**src/rtl/sram_pkg.sv**
```systemverilog
// Shared types and constants for the external SRAM controller.
// Optional read buffer is enabled by defining SRAM_READ_BUF_EN.
// Holds the FSM state encoding, half-word selectors and default data base.
package sram_pkg;

  typedef enum logic [1:0] {
    IDLE = 2'd0,
    LOW  = 2'd1,
    HIGH = 2'd2,
    DONE = 2'd3
  } state_t;

  localparam logic        HALF_LO           = 1'b0;
  localparam logic        HALF_HI           = 1'b1;
  localparam logic [31:0] DEFAULT_BASE_ADDR = 32'd1024;
  localparam int          WAIT_W            = 3;

endpackage

```
**src/rtl/sram_wait_cnt.sv**
```systemverilog
// Wait-state down-counter: reloads to WAIT_CYCLES, counts to zero, then holds.
// Latency: o_last is high in the final cycle of each half-word access.
// Backpressure: none; the controller reloads it on every LOW/HIGH entry.
module sram_wait_cnt
  import sram_pkg::*;
#(
  parameter int WAIT_CYCLES = 1
) (
  input  logic clk,
  input  logic rst,
  input  logic i_load,
  output logic o_last,
  output logic o_penult
);

  localparam logic [WAIT_W-1:0] LOAD_VAL = WAIT_W'(WAIT_CYCLES);

  logic [WAIT_W-1:0] r_cnt;

  // Reload on phase entry, otherwise count down and stick at zero.
  always_ff @(posedge clk or posedge rst) begin
    if (rst) begin
      r_cnt <= '0;
    end else if (i_load) begin
      r_cnt <= LOAD_VAL;
    end else if (r_cnt != '0) begin
      r_cnt <= r_cnt - 1'b1;
    end
  end

  assign o_last   = (r_cnt == '0);
  assign o_penult = (r_cnt == WAIT_W'(1));

endmodule

```
**src/rtl/sram_mem_ctrl.sv**
```systemverilog
// Splits each 32-bit MEM-stage load/store into two wait-stated 16-bit SRAM accesses.
// Latency: ready rises 2*(WAIT_CYCLES+1)+1 cycles after the request (1 on a read-buffer hit).
// Backpressure: ready stays low for the whole access; SRAM_READ_BUF_EN adds a one-entry read buffer.
module sram_mem_ctrl
  import sram_pkg::*;
#(
  parameter logic [31:0] BASE_ADDR   = DEFAULT_BASE_ADDR,
  parameter int          SRAM_AW     = 18,
  parameter int          WAIT_CYCLES = 1
) (
  input  logic               clk,
  input  logic               rst,
  input  logic               i_mem_r_en,
  input  logic               i_mem_w_en,
  input  logic [31:0]        i_addr,
  input  logic [31:0]        i_wdata,
  output logic [31:0]        o_rdata,
  output logic               o_ready,
  output logic [SRAM_AW-1:0] o_sram_addr,
  output logic               o_sram_we_n,
  output logic [15:0]        o_sram_dq_o,
  output logic               o_sram_dq_oe,
  input  logic [15:0]        i_sram_dq_i
);

  localparam int   IW         = SRAM_AW - 1;
  localparam logic HAS_STROBE = (WAIT_CYCLES != 0);

  state_t          r_state;
  logic [IW-1:0]   r_idx;
  logic [31:0]     r_wdata;
  logic            r_wr;
  logic [15:0]     r_lo;

  logic [31:0]     w_off;
  logic [IW-1:0]   w_idx;
  logic            w_req;
  logic            w_hit;
  logic [31:0]     w_buf_dat;
  logic            w_load;
  logic            w_last;
  logic            w_penult;
  logic            w_unused_off;

  // Word index wraps modulo the SRAM; the byte offset within a word is ignored.
  assign w_off        = i_addr - BASE_ADDR;
  assign w_idx        = w_off[IW+1:2];
  assign w_unused_off = ^{w_off[31:IW+2], w_off[1:0]};
  assign w_req        = i_mem_r_en | i_mem_w_en;

  // The counter restarts whenever a half-word phase begins.
  assign w_load = ((r_state == IDLE) && w_req && !w_hit) ||
                  ((r_state == LOW) && w_last);

  sram_wait_cnt #(
    .WAIT_CYCLES(WAIT_CYCLES)
  ) u_wait_cnt (
    .clk      (clk),
    .rst      (rst),
    .i_load   (w_load),
    .o_last   (w_last),
    .o_penult (w_penult)
  );

`ifdef SRAM_READ_BUF_EN
  logic          r_buf_vld;
  logic [IW-1:0] r_buf_tag;
  logic [31:0]   r_buf_dat;

  assign w_hit     = i_mem_r_en && !i_mem_w_en && r_buf_vld && (r_buf_tag == w_idx);
  assign w_buf_dat = r_buf_dat;

  // Buffer tracks the last completed load; stores to the same word keep it coherent.
  always_ff @(posedge clk or posedge rst) begin
    if (rst) begin
      r_buf_vld <= 1'b0;
      r_buf_tag <= '0;
      r_buf_dat <= '0;
    end else if ((r_state == IDLE) && i_mem_w_en) begin
      if (r_buf_vld && (r_buf_tag == w_idx)) begin
        r_buf_dat <= i_wdata;
      end
    end else if ((r_state == HIGH) && w_last && !r_wr) begin
      r_buf_vld <= 1'b1;
      r_buf_tag <= r_idx;
      r_buf_dat <= {i_sram_dq_i, r_lo};
    end
  end
`else
  assign w_hit     = 1'b0;
  assign w_buf_dat = '0;
`endif

  // IDLE lets the pipeline run unless a request is pending; DONE releases it for one cycle.
  assign o_ready = (r_state == IDLE) ? ~w_req : (r_state == DONE);

  // Access sequencer with registered pad controls; the strobe drops one cycle before each phase ends.
  always_ff @(posedge clk or posedge rst) begin
    if (rst) begin
      r_state      <= IDLE;
      r_idx        <= '0;
      r_wdata      <= '0;
      r_wr         <= 1'b0;
      r_lo         <= '0;
      o_rdata      <= '0;
      o_sram_addr  <= '0;
      o_sram_we_n  <= 1'b1;
      o_sram_dq_o  <= '0;
      o_sram_dq_oe <= 1'b0;
    end else begin
      case (r_state)
        IDLE: begin
          if (w_req) begin
            r_idx   <= w_idx;
            r_wdata <= i_wdata;
            r_wr    <= i_mem_w_en;
            if (w_hit) begin
              r_state <= DONE;
              o_rdata <= w_buf_dat;
            end else begin
              r_state      <= LOW;
              o_sram_addr  <= {w_idx, HALF_LO};
              o_sram_dq_o  <= i_wdata[15:0];
              o_sram_dq_oe <= i_mem_w_en;
              o_sram_we_n  <= ~(i_mem_w_en & HAS_STROBE);
            end
          end
        end
        LOW: begin
          if (w_last) begin
            if (!r_wr) begin
              r_lo <= i_sram_dq_i;
            end
            r_state     <= HIGH;
            o_sram_addr <= {r_idx, HALF_HI};
            o_sram_dq_o <= r_wdata[31:16];
            o_sram_we_n <= ~(r_wr & HAS_STROBE);
          end else begin
            o_sram_we_n <= ~(r_wr & ~w_penult);
          end
        end
        HIGH: begin
          if (w_last) begin
            if (!r_wr) begin
              o_rdata <= {i_sram_dq_i, r_lo};
            end
            r_state      <= DONE;
            o_sram_we_n  <= 1'b1;
            o_sram_dq_oe <= 1'b0;
          end else begin
            o_sram_we_n <= ~(r_wr & ~w_penult);
          end
        end
        default: begin
          r_state <= IDLE;
        end
      endcase
    end
  end

endmodule
```
**config.mk**
```make
export PLATFORM = sky130hd
export DESIGN_NAME = sram_mem_ctrl
export DESIGN_NICKNAME = d
export VERILOG_FILES = /design/src/rtl/sram_pkg.sv /design/src/rtl/sram_wait_cnt.sv /design/src/rtl/sram_mem_ctrl.sv
export SDC_FILE = /design/constraint.sdc
export NUM_CORES = 1
export LEC_CHECK = 0
export BUFFER_PORTS_ARGS = -buffer_cell sky130_fd_sc_hd__buf_2
export CORE_MARGIN = 3
export CORE_UTILIZATION = 35
export CTS_BUF_LIST = sky130_fd_sc_hd__clkbuf_16
export CTS_CLUSTER_DIAMETER = 40
export CTS_CLUSTER_SIZE = 20
export DETAILED_ROUTE_END_ITERATION = 7
export GPL_ROUTABILITY_DRIVEN = 0
export GPL_TIMING_DRIVEN = 1
export PLACE_DENSITY = 0.59
export SLEW_MARGIN = 20
export SYNTH_ARGS = -nofsm -noshare
export SYNTH_HDL_FRONTEND = slang
export SYNTH_HIERARCHICAL = 1
export SYNTH_SLANG_ARGS = --single-unit
export TNS_END_PERCENT = 10
```
**constraint.sdc**
```tcl
create_clock -name clk -period 4.4 [get_ports clk]
set_input_delay 0.44 -clock clk [delete_from_list [all_inputs] [get_ports clk]]
set_output_delay 0.44 -clock clk [all_outputs]
set_load 0.05 [all_outputs]
```
==> results_dict.tcl <==
set metrics [dict create \
    outcome "finished, final reports clean" \
    viasPerCell 4.77 \
    ios 153 \
    synth_cell_type_count 40 \
    synth_compound_area_share_pct 6.22 \
    grt_pass1_wl_um 18400 \
    required_ns 3.96 \
    die_x_um 128 \
    cp_max_fo 46 \
    fp.dieH_um 128 \
    timing.clock.skew_ns 0.00429 \
    clk_pin_slew_worst_paths_ns 0.05 \
    relSlewSlack_pct 53.3 \
    synth-edff-count 0 \
    power.internal_mw 3.54 \
    htree_levels 4 \
    dp_hpwl_um 7690 \
    drv_cap 0 \
    antenna_found_initial 0 \
    slew_violations 0 \
    layoutNonFillerInstCount 751 \
    avgRoutedWirePerCell_um 14.9 \
    swShare_pct 43.8 \
    pwr-share-clk_pct 21.7 \
    worstSetupPathType "reg2out" \
    highest_layer "met4" \
    power_mw 6.30 \
    crit_top_cell "inv_1" \
    dr_wl_met3_um 974 \
    max_freq_mhz 368 \
    async_flop_share_pct 100 \
    netlist.area_leader.share_pct 58.2 \
    crit_path_start "r_state[0]" \
    fin_nets 646 \
    p_per_area_nw_per_um2 942 \
    critPathCaptureType "output pin" \
    synth_area_um2 5250 \
    syn_nets 504 \
    synth_warnings 6 \
    final_area_um2 6690 \
    drive_above_1_share_pct 45.7 \
    synth_seq_area_share_pct 58.7 \
    start_util_pct 36.0 \
    synthTopCellsByArea "dfrtp_1 58%, mux2_2 16%, mux2i_1 5.0%, nand2_1 3.3%, o21ai_1 2.2%" \
    share_comb_of_total_power_pct 46.7 \
    antenna_cells 0 \
    period_share_pct 61.8 \
    rsz0062_at_grt "no" \
    drc_errors 0 \
    vias 3582 \
    synth_top_family_by_area "multiplexers" \
    rows 44 \
    grt_overflow 0 \
    crit_slowest_cell "buf_4" \
    first_global_vias 3673 \
    synth_area_leader_cell "dfrtp_1" \
    cts_root_buf "clkbuf_16" \
    first_pass_iters 4 \
    coreArea_um2 14600 \
    leakagePower_nw 3.16 \
    hold_ws_ns 0.258 \
    placedInstanceArea_um2 6090 \
    drtIter0Drc 139 \
    r2r-start "r_state[0]" \
    tightest_slew_ns 0.701 \
    synth-main-ff-cell "dfrtp_1" \
    hold_viol 0 \
    wl_um 11200 \
    clk_latency_ns 0.41 \
    synth_seq_cells 123 \
    cts.path.max_buffers 2 \
    drt-met1-wl_um 4970 \
    vdd_ir_drop_max_v 0.000523 \
    hold_path_class "in2reg" \
    post-cts-setup-buffers 0 \
    switching_power_mw 2.76 \
    setup_viol 0 \
    min_from "i_wdata[30]" \
    yosys.area_share.xor_xnor_pct 1.17 \
    pwr-share-seq_pct 31.5 \
    yosys.area_share.simple_pct 7.68 \
    grtUsageTotal_pct 14.3 \
    synth_area_per_cell_um2 12.7 \
    clock-sinks 123 \
    synthAdderAreaFrac_pct 1.91 \
    synth_mux_area_share_pct 21.3 \
    dpl.cell_count 718 \
    cts_tree "yes" \
    area_growth_pct 27.4 \
    cp.arrival_ns 2.28 \
    ant_nets 0 \
    portBuffers 137 \
    dieArea_um2 16500 \
    fin_crit_ns 2.72 \
    synth_cells 412 \
    tns_ns 0 \
    max_stage_delay_ns 0.47 \
    cp_cell_sequence "inv_1 > ha_1 > o21ai_4 > buf_4 > inv_1 > nor2_1 > buf_2" \
    grt_max_degree 59 \
    cts_buffers 17 \
    cp-start-kind "flop" \
    wl_met2_um 5050 \
]
==> registers in the layout, summed over array words and instances (netlist names), 2 cells and up <==
name and flops:
o_rdata 32, o_sram_addr 18, r_idx 17, o_sram_dq_o 16, r_lo 16, r_wdata 16, u_wait_cnt/r_cnt 3, r_state 2
==> final cells by class <==
| type | count | area (um2) |
|---|---|---|
| well taps | 184 | 230 |
| clock inverters | 15 | 158 |
| inverters | 11 | 43.8 |
| repair buffers | 143 | 733 |
| flip-flops and latches | 123 | 3080 |
| clock buffers | 17 | 425 |
| multi-input cells | 258 | 2020 |
| fillers | 1340 | 7900 |
==> logic make-up after synthesis <==
| group | Yosys count |
|---|---|
| compound gates | 59 |
| xor+xnor | 7 |
| fa+ha+maj | 8 |
| buf+inv | 31 |
| flops | 123 |
| mux | 102 |
| simple gates | 82 |
==> placed cells by master (no fill, tap or decap), types with 11 or more instances in the layout <==
| master | instances |
|---|---|
| mux2i_1 | 26 |
| nand2_1 | 46 |
| buf_2 | 137 |
| inv_1 | 11 |
| dfrtp_1 | 122 |
| nor2_1 | 14 |
| o21ai_0 | 19 |
| clkbuf_16 | 17 |
| mux2_2 | 76 |
| o21ai_1 | 23 |
==> path summary, 6_finish.rpt <==
| kind | to | slack (ns) | depth (start not counted) |
|---|---|---|---|
| setup / recovery | o_ready | 1.68 | 7 |
| hold / removal | r_wdata[30] | 0.26 | 2 |
| setup reg to reg | o_sram_addr[7] | 2.23 | 5 |
| hold reg to reg | o_sram_addr[9] | 0.47 | 2 |
| max in group asynchronous | r_wdata[26] | 2.78 | 4 |
| min in group asynchronous | u_wait_cnt/r_cnt[0] | 0.47 | 3 |
==> cell usage after synthesis (3+ instances only) <==
cell type	n
a21oi_1	7
buf_2	12
buf_6	4
clkbuf_1	4
dfrtp_1	122
ha_1	8
inv_1	11
mux2_2	76
mux2i_1	26
nand2_1	46
nand3_1	3
nor2_1	14
o21ai_0	19
o21ai_1	23
xnor2_1	5
==> power groups by stage <==
| stage | Combinational, mW | Clock [mW] | Sequential (mW) |
|---|---|---|---|
| after CTS | 2.99 | 1.40 | 1.99 |
| final | 2.94 | 1.37 | 1.99 |
| after floorplan | 1.32 | 0 | 3.04 |
| after global routing | 3.19 | 1.46 | 2.07 |
| after detailed placement | 2.99 | 0 | 2.01 |
| after global placement | 2.93 | 0 | 1.97 |
==> layer usage <==
metal  GRT usage, %  vias up
met3           6.02       17
met4           5.18        0
li1               -     1723
met5              0        -
met2           21.7      107
met1           18.5     1735
==> stage by stage <==
step | setup slack, ns | utilization [%]
detailed placement | 2.05 | 41.8
global placement | 2.12 | 41.8
finish | 1.68 | 45.8
global route | 1.44 | 45.8
CTS | 1.60 | 45.8
floorplan | 0.776 | -
==> what timing repair did <==
| action | in CTS | in global routing |
|---|---|---|
| hold buffers | 1 | 0 |
| endpoints found under the hold margin | 3 | 0 |
| gates resized for setup | 0 | 0 |
==> worst max-delay path: cells and delay by family (launching register included) <==
family	cells	cell delay [ns]
buf+inv	4	0.93
flops	1	0.40
fa+ha+maj	1	0.32
simple gates	1	0.12
compound gates	1	0.09
Note: power is estimated with default switching activity, not from simulation.
